==> config.mk <==
export PLATFORM = sky130hd
export DESIGN_NAME = mips_mc_control_flat
export DESIGN_NICKNAME = d
export VERILOG_FILES = /design/src/rtl/mips_mc_control_pkg.sv /design/src/rtl/mips_mc_control_if.sv /design/src/rtl/mips_mc_control.sv /design/src/flat_wrapper.sv
export SDC_FILE = /design/constraint.sdc
export NUM_CORES = 1
export LEC_CHECK = 0
export CORE_MARGIN = 2
export CORE_UTILIZATION = 54
export CTS_BUF_LIST = sky130_fd_sc_hd__clkbuf_4 sky130_fd_sc_hd__clkbuf_8
export DETAILED_ROUTE_END_ITERATION = 8
export PLACE_DENSITY = 0.86
export SLEW_MARGIN = 15
export SYNTH_ARGS = -nofsm -noshare
export SYNTH_HDL_FRONTEND = slang
export SYNTH_SLANG_ARGS = --single-unit
==> constraint.sdc <==
create_clock -name clock -period 5.2 [get_ports clock]
set_clock_uncertainty 0.1 [all_clocks]
set_input_delay 1.3 -clock clock [delete_from_list [all_inputs] [get_ports clock]]
set_output_delay 1.3 -clock clock [all_outputs]
set_load 0.005 [all_outputs]
==> src/rtl/mips_mc_control_pkg.sv <==
// Shared encodings for the multi-cycle MIPS control FSM: state codes, opcodes,
// ALUOp codes (also used by the ALU control block) and datapath mux selects.
package mips_mc_pkg;

  localparam logic [3:0] S_FETCH   = 4'd0;
  localparam logic [3:0] S_DECODE  = 4'd1;
  localparam logic [3:0] S_MEMADR  = 4'd2;
  localparam logic [3:0] S_MEMRD   = 4'd3;
  localparam logic [3:0] S_MEMWB   = 4'd4;
  localparam logic [3:0] S_MEMWR   = 4'd5;
  localparam logic [3:0] S_EXEC    = 4'd6;
  localparam logic [3:0] S_RWB     = 4'd7;
  localparam logic [3:0] S_BRANCH  = 4'd8;
  localparam logic [3:0] S_JUMP    = 4'd9;
  localparam logic [3:0] S_ADDIEX  = 4'd10;
  localparam logic [3:0] S_ADDIWB  = 4'd11;
  localparam logic [3:0] S_ILLEGAL = 4'd12;

  localparam logic [5:0] OP_RTYPE = 6'h00;
  localparam logic [5:0] OP_LW    = 6'h23;
  localparam logic [5:0] OP_SW    = 6'h2B;
  localparam logic [5:0] OP_BEQ   = 6'h04;
  localparam logic [5:0] OP_BNE   = 6'h05;
  localparam logic [5:0] OP_J     = 6'h02;
  localparam logic [5:0] OP_ADDI  = 6'h08;

  localparam logic [2:0] ALUOP_ADD   = 3'b000;
  localparam logic [2:0] ALUOP_SUB   = 3'b001;
  localparam logic [2:0] ALUOP_FUNCT = 3'b010;

  localparam logic [1:0] SRCB_RT     = 2'b00;
  localparam logic [1:0] SRCB_FOUR   = 2'b01;
  localparam logic [1:0] SRCB_IMM    = 2'b10;
  localparam logic [1:0] SRCB_IMMSH2 = 2'b11;

  localparam logic [1:0] PCSRC_ALU    = 2'b00;
  localparam logic [1:0] PCSRC_ALUOUT = 2'b01;
  localparam logic [1:0] PCSRC_JUMP   = 2'b10;

  // State that follows DECODE for a given opcode; unknown opcodes trap.
  function automatic logic [3:0] decode_dispatch(input logic [5:0] op);
    logic [3:0] nxt;
    case (op)
      OP_RTYPE:      nxt = S_EXEC;
      OP_LW, OP_SW:  nxt = S_MEMADR;
      OP_BEQ, OP_BNE: nxt = S_BRANCH;
      OP_J:          nxt = S_JUMP;
      OP_ADDI:       nxt = S_ADDIEX;
      default:       nxt = S_ILLEGAL;
    endcase
    return nxt;
  endfunction

endpackage

==> src/rtl/mips_mc_control_if.sv <==
// Control bundle between the multi-cycle FSM (master) and the datapath (slave).
interface mips_mc_control_if #(
  parameter int ALUOP_W = 3,
  parameter int CNT_W   = 32
);
  logic [5:0]         opcode;
  logic               zero;
  logic               mem_ready;
  logic               pc_en;
  logic               i_or_d;
  logic               mem_read;
  logic               mem_write;
  logic               ir_write;
  logic               mem_to_reg;
  logic               reg_dst;
  logic               reg_write;
  logic               alu_src_a;
  logic [1:0]         alu_src_b;
  logic [ALUOP_W-1:0] alu_op;
  logic [1:0]         pc_source;
  logic               illegal;
  logic               retire;
  logic [CNT_W-1:0]   instr_count;
  logic [3:0]         state;

  modport master (
    input  opcode, zero, mem_ready,
    output pc_en, i_or_d, mem_read, mem_write, ir_write, mem_to_reg, reg_dst,
           reg_write, alu_src_a, alu_src_b, alu_op, pc_source, illegal, retire,
           instr_count, state
  );

  modport slave (
    output opcode, zero, mem_ready,
    input  pc_en, i_or_d, mem_read, mem_write, ir_write, mem_to_reg, reg_dst,
           reg_write, alu_src_a, alu_src_b, alu_op, pc_source, illegal, retire,
           instr_count, state
  );
endinterface

==> src/rtl/mips_mc_control.sv <==
// Multi-cycle MIPS main control: Moore FSM sequencing one instruction over
// 3-5 cycles, with memory-ready stalls, an illegal-opcode trap and a
// retired-instruction counter. All outputs are forced low while reset is high.
module mips_mc_control
  import mips_mc_pkg::*;
#(
  parameter int ALUOP_W  = 3,
  parameter int WAIT_MEM = 1,
  parameter int CNT_W    = 32
) (
  input  logic                 clock,
  input  logic                 reset,
  mips_mc_control_if.master    bus
);

  logic [3:0]       state_q, state_d;
  logic             illegal_q;
  logic [CNT_W-1:0] cnt_q;
  logic             mr;

  logic       pc_write, branch_eq, branch_ne;
  logic       c_i_or_d, c_mem_read, c_mem_write, c_ir_write;
  logic       c_mem_to_reg, c_reg_dst, c_reg_write, c_alu_src_a, c_retire;
  logic [1:0] c_alu_src_b, c_pc_source;
  logic [2:0] c_alu_op;

  assign mr = (WAIT_MEM == 0) ? 1'b1 : bus.mem_ready;

  // Next-state selection; memory states hold until the access completes.
  always_comb begin
    state_d = state_q;
    case (state_q)
      S_FETCH:   if (mr) state_d = S_DECODE;
      S_DECODE:  state_d = decode_dispatch(bus.opcode);
      S_MEMADR:  state_d = (bus.opcode == OP_SW) ? S_MEMWR : S_MEMRD;
      S_MEMRD:   if (mr) state_d = S_MEMWB;
      S_MEMWR:   if (mr) state_d = S_FETCH;
      S_EXEC:    state_d = S_RWB;
      S_ADDIEX:  state_d = S_ADDIWB;
      S_MEMWB, S_RWB, S_BRANCH, S_JUMP, S_ADDIWB: state_d = S_FETCH;
      S_ILLEGAL: state_d = S_ILLEGAL;
      default:   state_d = S_ILLEGAL;
    endcase
  end

  // Moore output decode from the registered state (plus mr gating in FETCH/MEMWR).
  always_comb begin
    pc_write     = 1'b0;
    branch_eq    = 1'b0;
    branch_ne    = 1'b0;
    c_i_or_d     = 1'b0;
    c_mem_read   = 1'b0;
    c_mem_write  = 1'b0;
    c_ir_write   = 1'b0;
    c_mem_to_reg = 1'b0;
    c_reg_dst    = 1'b0;
    c_reg_write  = 1'b0;
    c_alu_src_a  = 1'b0;
    c_retire     = 1'b0;
    c_alu_src_b  = SRCB_RT;
    c_pc_source  = PCSRC_ALU;
    c_alu_op     = ALUOP_ADD;
    case (state_q)
      S_FETCH: begin
        c_mem_read  = 1'b1;
        c_alu_src_b = SRCB_FOUR;
        c_ir_write  = mr;
        pc_write    = mr;
      end
      S_DECODE: c_alu_src_b = SRCB_IMMSH2;
      S_MEMADR, S_ADDIEX: begin
        c_alu_src_a = 1'b1;
        c_alu_src_b = SRCB_IMM;
      end
      S_MEMRD: begin
        c_mem_read = 1'b1;
        c_i_or_d   = 1'b1;
      end
      S_MEMWB: begin
        c_reg_write  = 1'b1;
        c_mem_to_reg = 1'b1;
        c_retire     = 1'b1;
      end
      S_MEMWR: begin
        c_mem_write = 1'b1;
        c_i_or_d    = 1'b1;
        c_retire    = mr;
      end
      S_EXEC: begin
        c_alu_src_a = 1'b1;
        c_alu_op    = ALUOP_FUNCT;
      end
      S_RWB: begin
        c_reg_write = 1'b1;
        c_reg_dst   = 1'b1;
        c_retire    = 1'b1;
      end
      S_BRANCH: begin
        c_alu_src_a = 1'b1;
        c_alu_op    = ALUOP_SUB;
        c_pc_source = PCSRC_ALUOUT;
        branch_eq   = (bus.opcode == OP_BEQ);
        branch_ne   = (bus.opcode == OP_BNE);
        c_retire    = 1'b1;
      end
      S_JUMP: begin
        c_pc_source = PCSRC_JUMP;
        pc_write    = 1'b1;
        c_retire    = 1'b1;
      end
      S_ADDIWB: begin
        c_reg_write = 1'b1;
        c_retire    = 1'b1;
      end
      default: ;
    endcase
  end

  // State, sticky trap flag and retire counter.
  always_ff @(posedge clock) begin
    if (reset) begin
      state_q   <= S_FETCH;
      illegal_q <= 1'b0;
      cnt_q     <= '0;
    end else begin
      state_q   <= state_d;
      illegal_q <= illegal_q | (state_d == S_ILLEGAL);
      if (c_retire) cnt_q <= cnt_q + CNT_W'(1);
    end
  end

  assign bus.pc_en       = ~reset & (pc_write | (branch_eq & bus.zero) | (branch_ne & ~bus.zero));
  assign bus.i_or_d      = ~reset & c_i_or_d;
  assign bus.mem_read    = ~reset & c_mem_read;
  assign bus.mem_write   = ~reset & c_mem_write;
  assign bus.ir_write    = ~reset & c_ir_write;
  assign bus.mem_to_reg  = ~reset & c_mem_to_reg;
  assign bus.reg_dst     = ~reset & c_reg_dst;
  assign bus.reg_write   = ~reset & c_reg_write;
  assign bus.alu_src_a   = ~reset & c_alu_src_a;
  assign bus.alu_src_b   = reset ? 2'b00 : c_alu_src_b;
  assign bus.alu_op      = reset ? '0 : ALUOP_W'(c_alu_op);
  assign bus.pc_source   = reset ? 2'b00 : c_pc_source;
  assign bus.illegal     = ~reset & illegal_q;
  assign bus.retire      = ~reset & c_retire;
  assign bus.instr_count = reset ? '0 : cnt_q;
  assign bus.state       = reset ? 4'd0 : state_q;

endmodule

==> src/flat_wrapper.sv <==
// flat-port wrapper written by rule: the top's interface ports become plain ports
module mips_mc_control_flat import mips_mc_pkg::*;
#(
  parameter int ALUOP_W  = 3,
  parameter int WAIT_MEM = 1,
  parameter int CNT_W    = 32
)
  (clock, reset, bus_opcode, bus_zero, bus_mem_ready, bus_pc_en, bus_i_or_d, bus_mem_read, bus_mem_write, bus_ir_write, bus_mem_to_reg, bus_reg_dst, bus_reg_write, bus_alu_src_a, bus_alu_src_b, bus_alu_op, bus_pc_source, bus_illegal, bus_retire, bus_instr_count, bus_state);
  mips_mc_control_if #(.ALUOP_W(ALUOP_W), .CNT_W(CNT_W)) bus_i ();
  input  logic clock;
  input  logic reset;
  input wire logic [$bits(bus_i.opcode)-1:0] bus_opcode;
  input wire logic [$bits(bus_i.zero)-1:0] bus_zero;
  input wire logic [$bits(bus_i.mem_ready)-1:0] bus_mem_ready;
  output wire logic [$bits(bus_i.pc_en)-1:0] bus_pc_en;
  output wire logic [$bits(bus_i.i_or_d)-1:0] bus_i_or_d;
  output wire logic [$bits(bus_i.mem_read)-1:0] bus_mem_read;
  output wire logic [$bits(bus_i.mem_write)-1:0] bus_mem_write;
  output wire logic [$bits(bus_i.ir_write)-1:0] bus_ir_write;
  output wire logic [$bits(bus_i.mem_to_reg)-1:0] bus_mem_to_reg;
  output wire logic [$bits(bus_i.reg_dst)-1:0] bus_reg_dst;
  output wire logic [$bits(bus_i.reg_write)-1:0] bus_reg_write;
  output wire logic [$bits(bus_i.alu_src_a)-1:0] bus_alu_src_a;
  output wire logic [$bits(bus_i.alu_src_b)-1:0] bus_alu_src_b;
  output wire logic [$bits(bus_i.alu_op)-1:0] bus_alu_op;
  output wire logic [$bits(bus_i.pc_source)-1:0] bus_pc_source;
  output wire logic [$bits(bus_i.illegal)-1:0] bus_illegal;
  output wire logic [$bits(bus_i.retire)-1:0] bus_retire;
  output wire logic [$bits(bus_i.instr_count)-1:0] bus_instr_count;
  output wire logic [$bits(bus_i.state)-1:0] bus_state;
  assign bus_i.opcode = bus_opcode;
  assign bus_i.zero = bus_zero;
  assign bus_i.mem_ready = bus_mem_ready;
  assign bus_pc_en = bus_i.pc_en;
  assign bus_i_or_d = bus_i.i_or_d;
  assign bus_mem_read = bus_i.mem_read;
  assign bus_mem_write = bus_i.mem_write;
  assign bus_ir_write = bus_i.ir_write;
  assign bus_mem_to_reg = bus_i.mem_to_reg;
  assign bus_reg_dst = bus_i.reg_dst;
  assign bus_reg_write = bus_i.reg_write;
  assign bus_alu_src_a = bus_i.alu_src_a;
  assign bus_alu_src_b = bus_i.alu_src_b;
  assign bus_alu_op = bus_i.alu_op;
  assign bus_pc_source = bus_i.pc_source;
  assign bus_illegal = bus_i.illegal;
  assign bus_retire = bus_i.retire;
  assign bus_instr_count = bus_i.instr_count;
  assign bus_state = bus_i.state;
  mips_mc_control #(.ALUOP_W(ALUOP_W), .WAIT_MEM(WAIT_MEM), .CNT_W(CNT_W)) u_core (.clock(clock), .reset(reset), .bus(bus_i));
endmodule
# Word-level counts from Yosys, hierarchy flattened
# Index checks and enable logic that the tools add are counted.
# word_totals
output_inout_bits	54
wordCells	76
reg_bits	37
# classes
n_mux	26
n_eq_ne	18
addsub	1
bitwise	18
n_reduce_logical	10
# op_table
op	n
$add 32x1->32 const B	1
$mux 32	1
$pmux 4 s8	1
$eq 4x4->1 const B	5
$pmux 4 s5	1
$eq 4x3->1 const B	4
$mux 4	4
$and 1x1->1	13
$eq 6x3->1 const B	2
$eq 6x6->1 const B	2
$mux 1	10
$reduce_or 2->1	5
$eq 4x2->1 const B	2
$pmux 2 s2	2
$eq 6x2->1 const B	1
$eq 6x4->1 const B	1
$logic_not 6->1	1
$mux 2	3
$pmux 2 s3	1
$reduce_or 5->1	1
$eq 4x1->1 const B	1
$logic_not 4->1	1
$pmux 1 s2	2
$reduce_or 4->1	1
other kinds (4)	7

# Depth between registers and ports, before layout
# Gate-level depths: netlist of run 1.
# logic_depth
word_depth	6
depth_mapped	7
ltp_nobuf	6

# Least setup slack after synthesis of run 1
# Ideal clock, no wire load.
# synth_timing
kind	input to output
startpoint	input port reset
endpoint	output port bus_illegal
required_time_ns	3.800
cell_stages	4
t_arrival_ns	2.220
path_slack_ns	1.580
cell_sequence	clkbuf_1 buf_1 buf_1 nor2_1
# synth_via
elab_chain_cells	2
# synth_rtl
element	line	rtl
from (decl)	flat_wrapper.sv:11	input logic reset;
$not 1->1	mips_mc_control.sv:144	assign bus.illegal = ~reset & illegal_q;
$and 1x1->1	mips_mc_control.sv:144	
to (decl)	flat_wrapper.sv:27	output wire logic [$bits(bus_i.illegal)-1:0] bus_illegal;
# No other way between the ends.

# Worst setup path after layout of run 1
# layout_timing
startpoint	input port bus_mem_ready
endpoint	output port bus_retire
# layout_via
elab_chain_cells	2
# layout_rtl
element	line	rtl
from (decl)	flat_wrapper.sv:14	input wire logic [$bits(bus_i.mem_ready)-1:0] bus_mem_ready;
$pmux 1 s2	mips_mc_control.sv:63	case (state_q)
$and 1x1->1	mips_mc_control.sv:145	assign bus.retire = ~reset & c_retire;
to (decl)	flat_wrapper.sv:28	output wire logic [$bits(bus_i.retire)-1:0] bus_retire;
# No other way between the ends.

==> metrics list, run 1 <==
- The final hold violation count was 0.
- Remaining DRCs: 0
* Ratio of cells with drive above 1 in the final layout: 4.76%
- The most numerous cell type found on the critical path is sky130_fd_sc_hd__clkdlybuf4s50_1.
* Finish-stage setup viols: 0
- For this design the static power due to leakage is 1.00 nW.
- Dividing total power by cell area gives a power density of 203 nW/um^2.
- Along the worst path, the maximum fanout reaches 8.
- Maximum vdd drop: 0.151 mV
- Initial antenna violation count: 0
- The first routing iteration left 193 violations.
* Top achievable clock speed: 218 MHz
* Unrepaired setup endpoints after global routing: no
- From synthesis to final layout, the design area changed by 29.5%.
- At the pin with the least slew margin, the transition time is 626 ps.
* Clock transition at path regs: 80 ps
* Type of element capturing the critical path: output pin
- Number of maximum-capacitance violations: 0
- Post-Route WL: 5.87 mm
- Critical path startpoint: bus_mem_ready
- Setup bufs post-CTS: 0
- Most heavily used metal layer in global routing: met2
- Crit path cell chain: clkdlybuf4s50_1 > nor3b_1 > o21ai_1 > nand2_1 > nor2_1 > clkdlybuf4s50_1
- Synthesis instantiated 48 different standard cells from the library.
- Slowest CP cell: sky130_fd_sc_hd__clkdlybuf4s50_1
- Result of the run: complete, no violations
- After synthesis, the cell types taking the most area are sky130_fd_sc_hd__dfxtp_1 (31%), sky130_fd_sc_hd__nor2b_1 (9.4%), sky130_fd_sc_hd__a21oi_1 (5.6%).
* Sequential area share after synthesis: 30.8%
- Most frequently used flop master after synthesis: sky130_fd_sc_hd__dfxtp_1
* Setup CP Type: input pin to output pin
* Post-synth net total: 341
- Pin placement for this block handled 64 I/O pins.
- Antenna diode count: 0
* Area of the die: 5000 um^2
- Using the TritonRoute via totals, the vias-per-cell ratio works out to 5.78.
* Maximum number of pins on one net before global-route repair: 59
- Master cell of the clock root buffer: sky130_fd_sc_hd__clkbuf_8
* GRT Util Overall: 24.0%
- The later pin in the worst-skew pair is clocked with a latency of 290 ps.
* Mapped Area: 2400 um^2
- STA classifies the critical path startpoint as an input pin.
* Area leader, netlist: sky130_fd_sc_hd__dfxtp_1
- For the worst setup path, the data arrival time is 3190 ps.
* Largest stage delay, worst path: 610 ps
* Final routed wire length divided by cell count: 13.7 um
- Post-layout total power: 0.632 mW
* Final non-filler cell total: 430
- Average cell area after synthesis: 7.28 um^2
* Height of the chip: 70.7 um
- Hold repair after CTS inserted 0 buffers.
- Input and output buffers added on the ports amount to 62.
- Minimum hold slack: 388 ps
* Number of synthesized flops with an enable pin: 0
- Once detail routing completed, the nets flagged for antenna violations numbered 0.
- Global routing met2 resource utilization: 38.9%
- The die is 70.7 um wide.
* Flop-to-flop setup slack: 2460 ps
- The tightest min-delay check is of the flip-flop to flip-flop type.
- Most numerous cell in the Yosys netlist: sky130_fd_sc_hd__dfxtp_1
* Number of pins with negative max-slew slack in the final report: 0
- Once layout is complete, the utilization of the core stands at 72.0%.
- The first global-routing pass estimated 10.0 mm of wire.
- In this run the biggest area consumer among cell types represents 30.8% of the synthesized area.
- H-tree level count: 2
* CTS buffer count: 5
- The routed layout has 2,484 vias.
* Post-detailed-placement half-perimeter wirelength: 4.09 mm
- Number of synthesized register bits: 37
- In this run the standard cell core region covers 4320 um^2.
* Crit path to: bus_retire
- Clock tree synthesis found a total of 37 sinks.
* Net total in the final layout: 388
- In the global route stage, met1 resource usage came out at 31.8%.
- Tightest slew margin relative to the limit: 58.2%
* Final Critical Period: 4590 ps
* Launch point of the worst reg-to-reg path: u_core.state_q[2]
* Register-to-Register Path Depth: 5
- The number of gates resized after CTS was 0.
- At the end of routability-driven placement, the weighted congestion stood at 0.798.
* GR Util met3: 4.99%
- Final worst path period share: 88.3%
- Cell row count: 24
- In the final timing run, aggregate negative setup slack is 0 ps.
- During synthesis, Yosys emitted a total of 0 warnings.
- Synthesis handed over a netlist of 330 instances.
* CTS max path bufs: 2
- Overflow after GRT: 0
* Asr flop ratio synth: 0%
- In this run the critical register-to-register path is captured at u_core.cnt_q[23].
* Cells after DPL: 422
* Via count of the first global-routing pass: 2,262
- TritonCTS built the clock tree.
* Number of iterations in the first detailed-routing pass: 4
* Effective utilization at floorplan: 55.6%
* CP required: 3800 ps
- The commonest cells after synthesis are sky130_fd_sc_hd__dfxtp_1 (37), sky130_fd_sc_hd__nor2b_1 (36), sky130_fd_sc_hd__nor2_1 (33), sky130_fd_sc_hd__nand2_1 (31), sky130_fd_sc_hd__a21oi_1 (27).
-- power by group --
part	total, mW	switching, mW	internal [mW]
clock	0.262	0.101	0.162
combinational	0.0730	0.0382	0.0349
sequential	0.297	0.00995	0.287
-- metrics by stage --
stage / cell area [um^2] / setup slack (ps)
3_5_place_dp: 2990 / 634
6_report: 3110 / 608
3_3_place_gp: 2990 / 672
4_1_cts: 3110 / 623
5_1_grt: 3110 / 424
2_1_floorplan: 2400 / 1580
-- flip-flops by register name, indices dropped and copies added (netlist names) --
register,count
u_core.illegal_q,1
u_core.cnt_q,32
u_core.state_q,4
-- how the worst min path moves through the flow --
stage / cells past startpoint / start / end
after detailed placement: 2 / u_core.cnt_q[31] / u_core.cnt_q[31]
after global placement: 2 / u_core.cnt_q[31] / u_core.cnt_q[31]
after CTS: 2 / u_core.cnt_q[31] / u_core.cnt_q[31]
final: 2 / u_core.cnt_q[31] / u_core.cnt_q[31]
after global routing: 2 / u_core.cnt_q[31] / u_core.cnt_q[31]
after floorplan: 2 / u_core.illegal_q / u_core.illegal_q
-- cell usage in the layout (no fill, tap or decap), drive strengths merged, types with 2 or more instances in the layout --
| master | count |
|---|---|
| and3 | 8 |
| nor3 | 8 |
| buf | 2 |
| o31ai | 6 |
| xor2 | 6 |
| nand4 | 9 |
| nor2 | 33 |
| dfxtp | 37 |
| nor4b | 2 |
| nand2 | 31 |
| clkdlybuf4s50 | 61 |
| a21oi | 27 |
| nand2b | 4 |
| o21a | 2 |
| inv | 6 |
| or2 | 2 |
| or3 | 17 |
| o22ai | 2 |
| nor2b | 36 |
| nor4 | 7 |
| and4 | 2 |
| clkbuf | 7 |
| nor3b | 3 |
| o21ai | 18 |
| nand3 | 12 |
| xnor2 | 7 |
| or4 | 6 |
| a2111oi | 2 |
-- critical path: cells and delay by family --
family	cells	cell delay (ps)
and+or+nand+nor	3	410
buffers and inverters	2	1120
AOI/OAI and AO/OA	1	360
-- final cells by class --
type	instances	area, um^2
Sequential cell	37	741
Multi-Input combinational cell	264	1530
Clock buffer	7	90.1
Tap cell	52	65.1
Inverter	6	22.5
Clock inverter	1	30.0
Timing Repair Buffer	63	636
Fill cell	367	1210
-- routing by layer --
layer  up-vias  part of all wire [%]
met4         0                   1.1
met2        67                    48
met1      1157                    45
met3         6                   6.4
li1       1254                     -
met5         -                     0
-- kinds of logic (layout without fill, tap and decap cells) --
| logic type | count (synthesis) | after routing | synth area share (%) |
|---|---|---|---|
| simple gates | 183 | 183 | 41.6 |
| compound gates | 64 | 64 | 15.7 |
| flops | 37 | 37 | 30.8 |
| buf+inv | 29 | 77 | 5.57 |
| xor+xnor | 13 | 13 | 4.74 |
| mux | 2 | 2 | 0.885 |
| fa+ha+maj | 1 | 1 | 0.521 |
| other cells | 1 | 1 | 0.156 |
Power figures use the tool's default switching activity.
==> run 2, diff against run 1 <==
--- a/config.mk
+++ b/config.mk
@@ -6,11 +6,12 @@
 export NUM_CORES = 1
 export LEC_CHECK = 0
 export CORE_MARGIN = 2
-export CORE_UTILIZATION = 54
+export CORE_UTILIZATION = 45
 export CTS_BUF_LIST = sky130_fd_sc_hd__clkbuf_4 sky130_fd_sc_hd__clkbuf_8
 export DETAILED_ROUTE_END_ITERATION = 8
-export PLACE_DENSITY = 0.86
+export PLACE_DENSITY = 0.76
 export SLEW_MARGIN = 15
 export SYNTH_ARGS = -nofsm -noshare
 export SYNTH_HDL_FRONTEND = slang
 export SYNTH_SLANG_ARGS = --single-unit
+export TNS_END_PERCENT = 30
==> constraint.sdc (replaced) <==
create_clock -name clock -period 4.2 [get_ports clock]
set_clock_uncertainty 0.1 [all_clocks]
set_input_delay 1.05 -clock clock [delete_from_list [all_inputs] [get_ports clock]]
set_output_delay 1.05 -clock clock [all_outputs]
set_load 0.005 [all_outputs]
==> run 2 against run 1 <==
Net effect: critical endpoint is now bus_pc_en; register-to-register slack lost 1000 ps; count of clock-buffer cells in the layout is the same; sequential share of layout area shrank 0.34 points; routed wire length shrank 1.7%; clock power grew 24%; global-route usage shrank 4.4 points.
==> metrics list, run 2 (synthesized netlist as in run 1, its figures left out) <==
- The horizontal die dimension is 77.1 um (+9.0%).
- The total CTS buffers was 5 (unchanged).
- The slew at the pin closest to its max-slew limit is 628 ps (+2.18 ps).
* Top-Level Pins: 64 (unchanged)
* Arrival time at the worst endpoint: 2730 ps (-460 ps)
- Number of hold buffers added after cts: 0 (unchanged)
* CTS max path bufs: 2 (unchanged)
- Antenna diode count: 0 (unchanged)
- The worst setup path is launched from an input pin.
* Placeable core region: 5140 um^2 (+19%)
* Largest stage delay, worst path: 600 ps (about the same)
* Final non-filler cell total: 451 (+4.9%)
- The clock latency reported for the late side of the worst-skew pair came to 290 ps (about the same).
* Overflow after GRT: 0 (unchanged)
* Internal Power: 0.599 mW (+24%)
- Maximum vdd drop: 0.166 mV (+9.4%)
* Growth of design area from synthesis to finish: 31.4%
- The clock network fraction of design power is 41.4% (about the same).
* Most frequent cells in the layout: sky130_fd_sc_hd__clkdlybuf4s50_1 (61), sky130_fd_sc_hd__dfxtp_1 (37), sky130_fd_sc_hd__nor2b_1 (36), sky130_fd_sc_hd__nor2_1 (33), sky130_fd_sc_hd__nand2_1 (31)
- The count of placed standard cells including taps came to 443 (+5.0%).
- Of the available clock period, the critical path in the final layout requires 92.3%.
- The count of H-tree levels built during CTS came to 2 (unchanged).
- The cell that appears most often on the critical path is sky130_fd_sc_hd__clkdlybuf4s50_1.
- The power per cell area is 249 nW/um^2 (+22%).
- Tightest slew margin relative to the limit: 58.1% (-0.15 points)
* Result of the run: complete, no violations
- Number of pins with negative max-slew slack in the final report: 0 (unchanged)
- The kind of cell with the highest combined delay along the critical path is buffers and inverters.
- Number of fill cells: 491 (+34%)
- Sw Pwr: 0.186 mW (+25%)
* Sinks on the clock net: 37 (unchanged)
- Slowest CP cell: sky130_fd_sc_hd__clkdlybuf4s50_1
- Post-Route WL: 5.77 mm (-1.7%)
* Routed via count divided by cell count: 5.49 (-4.9%)
- The fraction of power spent switching nets is 23.7% (+0.10 points).
* Initial drt markers: 192 (-0.52%)
- Crit path cell chain: clkdlybuf4s50_1 > nor3b_1 > a21oi_1 > o41ai_1 > clkdlybuf4s50_1
- The worst hold path belongs to the class flip-flop to flip-flop.
- The clock-pin slew on the worst setup and hold paths came to 70 ps (about the same).
* Height of the chip: 77.1 um (+9.0%)
- The final count of negative-setup-slack endpoints was 0 (unchanged).
* Count of vias placed by the detailed router: 2,477 (-0.28%)
* Cell row count: 26 (+8.3%)
- Effective utilization at floorplan: 46.7% (-8.8 points)
- Initial antenna violation count: 0 (unchanged)
* Post-CTS sizing: 0 (unchanged)
* Final Critical Period: 3880 ps
- Via count of the first global-routing pass: 2,220 (-1.9%)
- The sequential fraction of design power was 46.7% (-0.2 points).
- RePlAce Congestion: 0.911 (+14%)
- The required time of the critical path came to 3050 ps (-750 ps).
- Number of hold violations in the final report: 0 (unchanged)
* Post-route antenna net violation count: 0 (unchanged)
- The critical path is of the input pin to output pin type.
- The mean routed wirelength per cell came to 12.8 um (-6.2%).
* Top flop regs: u_core.cnt_q: 32 flops, u_core.state_q: 4 flops, u_core.illegal_q: 1 flops
* Net total in the final layout: 391 (+0.77%)
- Type of element capturing the critical path: output pin
- Leading cell type in the layout, fill and taps excluded: sky130_fd_sc_hd__clkdlybuf4s50_1
- Wire length of the first global-routing pass: 9.81 mm (-2.3%)
- Unrepaired setup endpoints after global routing: no
- Leak pwr: 1.01 nW (+1.4%)
- Number of maximum-capacitance violations: 0 (unchanged)
- Area of the die: 5940 um^2 (+19%)
- The number of flip-flops in the largest register is 32 (unchanged).
- The placed wire-length estimate was 4.15 mm (+1.6%).
- The number of post-CTS setup repair buffers is 0 (unchanged).
* Top achievable clock speed: 258 MHz
- The combined global-route utilization of all metal layers is 19.6% (-4.4 points).
* Worst-path fanout max: 8 (unchanged)
- In this run the clock root is driven by a sky130_fd_sc_hd__clkbuf_8.
* Number of buffers inserted by port buffering: 62 (unchanged)
- Count of buffering cells on the critical path with inverters included: 2 (unchanged)
* Number of iterations in the first detailed-routing pass: 4 (unchanged)
- Final total negative setup slack: 0 ps (unchanged)
- u_core.cnt_q holds more flip-flops than any other register.
- The number of design rule violations left after detail routing was 0 (unchanged).
- Clock tree from TritonCTS: done
* Comb pwr share: 11.8% (+0.2 points)
- The largest net degree at the start of global routing came to 54 (-8.5%).
- Ratio of cells with drive above 1 in the final layout: 5.51% (+0.75 points)
-- run 2: changes by cell type in the layout (fill, tap and decap cells not counted), sizes merged --
cell,delta
buf,+3
-- run 2: metrics by stage --
stage | setup slack (ps) | util [%] | total power, mW | hold WS (ps) | instance area [um^2]
2_1_floorplan | 1080 | - | 0.428 | 349 | 2400
3_3_place_gp | 337 | 59.1 | 0.466 | 362 | 3040
3_5_place_dp | 313 | 59.1 | 0.467 | 378 | 3040
4_1_cts | 304 | 61.4 | 0.790 | 390 | 3160
5_1_grt | 229 | 61.4 | 0.815 | 423 | 3160
6_report | 322 | 61.4 | 0.785 | 386 | 3160
-- run 2: power groups by stage --
stage / combinational [mW] / sequential, mW / clock [mW]
after floorplan: 0.0631 / 0.365 / 0
after global placement: 0.0913 / 0.375 / 0
after detailed placement: 0.0923 / 0.375 / 0
after CTS: 0.0926 / 0.367 / 0.330
after global routing: 0.102 / 0.369 / 0.345
final: 0.0927 / 0.367 / 0.325
-- run 2: worst paths after layout --
| path | startpoint | endpoint | slack (ps) | depth (start not counted) |
|---|---|---|---|---|
| hold reg to reg | u_core.illegal_q | u_core.illegal_q | 390 | 2 |
| hold / removal | u_core.illegal_q | u_core.illegal_q | 390 | 2 |
| setup / recovery | bus_mem_ready | bus_pc_en | 320 | 5 |
| setup reg to reg | u_core.state_q[2] | u_core.cnt_q[23] | 1460 | 5 |
-- run 2: final cells by class --
class	instances	area (um^2)	share of cell area [%]
Sequential cell	37	741	23.5
Timing Repair Buffer	66	658	20.8
Multi-Input combinational cell	264	1530	48.4
Clock buffer	7	90.1	2.85
Clock inverter	1	30.0	0.951
Tap cell	70	87.6	2.77
Inverter	6	22.5	0.713
-- run 2: per-layer routing --
metal  wire [um]  up-vias  global-route usage (%)
met3         306        5                    4.12
li1            -     1267                       -
met1        2820     1139                    26.4
met5           0        -                       0
met4          42        0                    4.64
met2        2600       66                    32.3
-- run 2: worst reg2reg max path, delay by kind of cell, from the launching register on --
| family | cells | cell delay [ps] |
|---|---|---|
| AOI/OAI and AO/OA | 1 | 140 |
| DFF | 1 | 720 |
| and+or+nand+nor | 4 | 1710 |
==> run 3, diff against run 2 <==
--- a/config.mk
+++ b/config.mk
@@ -6,10 +6,10 @@
 export NUM_CORES = 1
 export LEC_CHECK = 0
 export CORE_MARGIN = 2
-export CORE_UTILIZATION = 45
+export CORE_UTILIZATION = 25
 export CTS_BUF_LIST = sky130_fd_sc_hd__clkbuf_4 sky130_fd_sc_hd__clkbuf_8
 export DETAILED_ROUTE_END_ITERATION = 8
-export PLACE_DENSITY = 0.76
+export PLACE_DENSITY = 0.46
 export SLEW_MARGIN = 15
 export SYNTH_ARGS = -nofsm -noshare
 export SYNTH_HDL_FRONTEND = slang
==> run 3 against run 2 <==
Net effect: critical path depth stayed put; critical endpoint unchanged; design area is 1.7% higher; die area is 75% higher; sequential share of layout area is 0.39 points lower.
==> metrics list, run 3 (synthesized netlist as in run 1, its figures left out) <==
- The flow ran to the end, and the final reports show no timing, DRC or antenna violations.
- The final-report max-slew violation count is 0 (unchanged).
- The total of cells resized after clock tree synthesis was 0 (unchanged).
* Path category of the worst min-delay check: flip-flop to flip-flop
- The clock latency reported for the late side of the worst-skew pair is 280 ps (about the same).
* Remaining DRCs: 0 (unchanged)
* Master cell of the clock root buffer: sky130_fd_sc_hd__clkbuf_8
- The initial antenna violation count was 0 (unchanged).
* Final routed wire length divided by cell count: 12.8 um (about the same)
- Final instance area: 3210 um^2 (+1.7%)
* Slowest CP cell: sky130_fd_sc_hd__clkdlybuf4s50_1
- The highest cell delay on the worst timing path was 560 ps (-40 ps).
* Startpoint type of the worst setup path: input pin
- The sequential fraction of design power came to 50.3% (+3.6 points).
* Die X-Extent: 102 um (+32%)
- The final-stage net count is 394 (+0.77%).
- Compared with the post-synthesis result, the final layout area differs by 33.6%.
* Number of hold buffers added after cts: 0 (unchanged)
* Post-layout total power: 0.723 mW (-7.9%)
* Count of vias placed by the detailed router: 2,456 (-0.85%)
* Sw Pwr: 0.187 mW (+0.70%)
- TritonCTS built the clock tree.
- Final non-filler cell total: 512 (+14%)
- The final wirelength is 6.56 mm (+14%).
- Number of maximum-capacitance violations: 0 (unchanged)
* Post-route antenna net violation count: 0 (unchanged)
- Worst-path fanout max: 3 (-5)
* Routed via count divided by cell count: 4.80 (-13%)
- The total CTS buffers came to 5 (unchanged).
* Post-detailed-placement half-perimeter wirelength: 4.65 mm (+12%)
- CP required: 3050 ps (about the same)
- Leak pwr: 1.01 nW (-0.31%)
- Post-placement setup slack: 400 ps (+86.6 ps)
- Most frequent cell on the critical path: sky130_fd_sc_hd__clkdlybuf4s50_1
* Type of element capturing the critical path: output pin
- Crit path cell chain: clkdlybuf4s50_1 > nor3b_1 > a21oi_1 > o41ai_1 > clkdlybuf4s50_1
- Fraction of power spent switching nets: 25.9% (+2.2 points)
* Finish-stage setup viols: 0 (unchanged)
* Effective utilization at floorplan: 25.9% (-21 points)
* RePlAce Congestion: 0.720 (-21%)
- The number of flip-flops in the largest register came to 32 (unchanged).
- The largest net degree at the start of global routing came to 41 (-24%).
- Height of the chip: 102 um (+32%)
- Antenna diode count: 0 (unchanged)
- The count of H-tree levels built during CTS was 2 (unchanged).
- The post-route setup TNS was 0 ps (unchanged).
- Transition time at the pin with the least slew margin: 652 ps (+23.7 ps)
- Top flop regs: u_core.cnt_q: 32 flops, u_core.state_q: 4 flops, u_core.illegal_q: 1 flops
- Register with the most flip-flops: u_core.cnt_q
* Number of hold violations in the final report: 0 (unchanged)
- Cell row count: 35 (+35%)
- Clock transition at path regs: 70 ps (about the same)
* Overflow after GRT: 0 (unchanged)
- Wire length of the first global-routing pass: 10.8 mm (+10%)
* Initial drt markers: 91 (-53%)
- Setup bufs post-CTS: 0 (unchanged)
* Area of the die: 10,400 um^2 (+75%)
- The post-layout minimum cycle time is 3790 ps (-87.3 ps).
* Setup CP Type: input pin to output pin
- The clock network fraction of design power came to 36.2% (-5.2 points).
- The clock tree buffer depth came to 2 (unchanged).
- The maximum frequency from static timing analysis came to 264 MHz (+2.3%).
* Sinks on the clock net: 37 (unchanged)
- The portion of total power attributed to combinational logic is 13.5% (+1.7 points).
* Tightest slew margin relative to the limit: 56.5% (-1.6 points)
* GRT Util Overall: 12.7% (-7.0 points)
- The placed standard-cell area is 3120 um^2 (+2.8%).
- Internal Power: 0.536 mW (-11%)
- Top-Level Pins: 64 (unchanged)
- The peak supply drop came to 0.126 mV (-24%).
- The core area is 9280 um^2 (+81%).
- The worst endpoint data arrival time came to 2640 ps (-90 ps).
- The count of placed standard cells including taps is 505 (+14%).
- Power per unit of standard cell area: 225 nW/um^2 (-9.4%)
- Unrepaired setup endpoints after global routing: no
- Number of iterations in the first detailed-routing pass: 4 (unchanged)
- Ratio of cells with drive above 1 in the final layout: 6.01% (+0.49 points)
- The post-layout worst setup margin came to 409 ps (+87.3 ps).
- The final cycle utilization of the critical path is 90.3% (-2.1 points).
- Leaving out fill and tap cells, the most frequent cells in the layout are sky130_fd_sc_hd__clkdlybuf4s50_1 (61), sky130_fd_sc_hd__dfxtp_1 (37), sky130_fd_sc_hd__nor2b_1 (36), sky130_fd_sc_hd__nor2_1 (33), sky130_fd_sc_hd__nand2_1 (31).
* Number of buffers inserted by port buffering: 62 (unchanged)
- The number of global-route vias before repair is 2,286 (+3.0%).
- Leading cell type in the layout, fill and taps excluded: sky130_fd_sc_hd__clkdlybuf4s50_1
## run 3: changes by cell type in the layout (fill, tap and decap cells not counted), sizes merged
cell / previous run / this run
bufinv: 1 / 0
buf: 5 / 8
## run 3: path summary, 6_finish.rpt
| check | endpoint | startpoint | slack, ps | depth (start not counted) |
|---|---|---|---|---|
| worst max register to register | u_core.cnt_q[23] | u_core.state_q[3] | 1380 | 5 |
| worst min-delay path | u_core.cnt_q[31] | u_core.cnt_q[31] | 380 | 2 |
| worst max-delay path | bus_pc_en | bus_mem_ready | 410 | 5 |
| worst min register to register | u_core.cnt_q[31] | u_core.cnt_q[31] | 380 | 2 |
## run 3: layout make-up
class,count,area [um^2]
Timing Repair Buffer,69,668
Sequential cell,37,741
Multi-Input combinational cell,264,1530
Tap cell,129,161
Clock buffer,7,90.1
Inverter,6,22.5
Fill cell,1035,6070
## run 3: power groups by stage
stage / sequential, mW / combinational (mW) / clock [mW]
2_1_floorplan: 0.365 / 0.0631 / 0
3_3_place_gp: 0.372 / 0.0983 / 0
3_5_place_dp: 0.372 / 0.0984 / 0
4_1_cts: 0.364 / 0.0988 / 0.276
5_1_grt: 0.365 / 0.110 / 0.293
6_report: 0.364 / 0.0976 / 0.261
## run 3: metrics by stage
| step | utilization (%) | hold slack, ps |
|---|---|---|
| floorplan | - | 349 |
| global route | 34.6 | 425 |
| finish | 34.6 | 380 |
| CTS | 34.6 | 383 |
| global placement | 33.6 | 367 |
| detailed placement | 33.6 | 372 |
## run 3: per-layer routing
metal | vias to the layer above | share of wire (%) | global-route usage [%] | routed length (um)
met3 | 7 | 5.5 | 2.87 | 358
met1 | 1122 | 50 | 17.5 | 3270
met2 | 52 | 43 | 20.2 | 2850
met5 | - | 0 | 0 | 0
li1 | 1275 | - | - | -
met4 | 0 | 1.2 | 2.87 | 77
## run 3: worst max-delay path, delay by kind of cell
kind | cells | cell delay (ps)
compound gates | 2 | 320
buf+inv | 2 | 1070
simple gates | 1 | 200
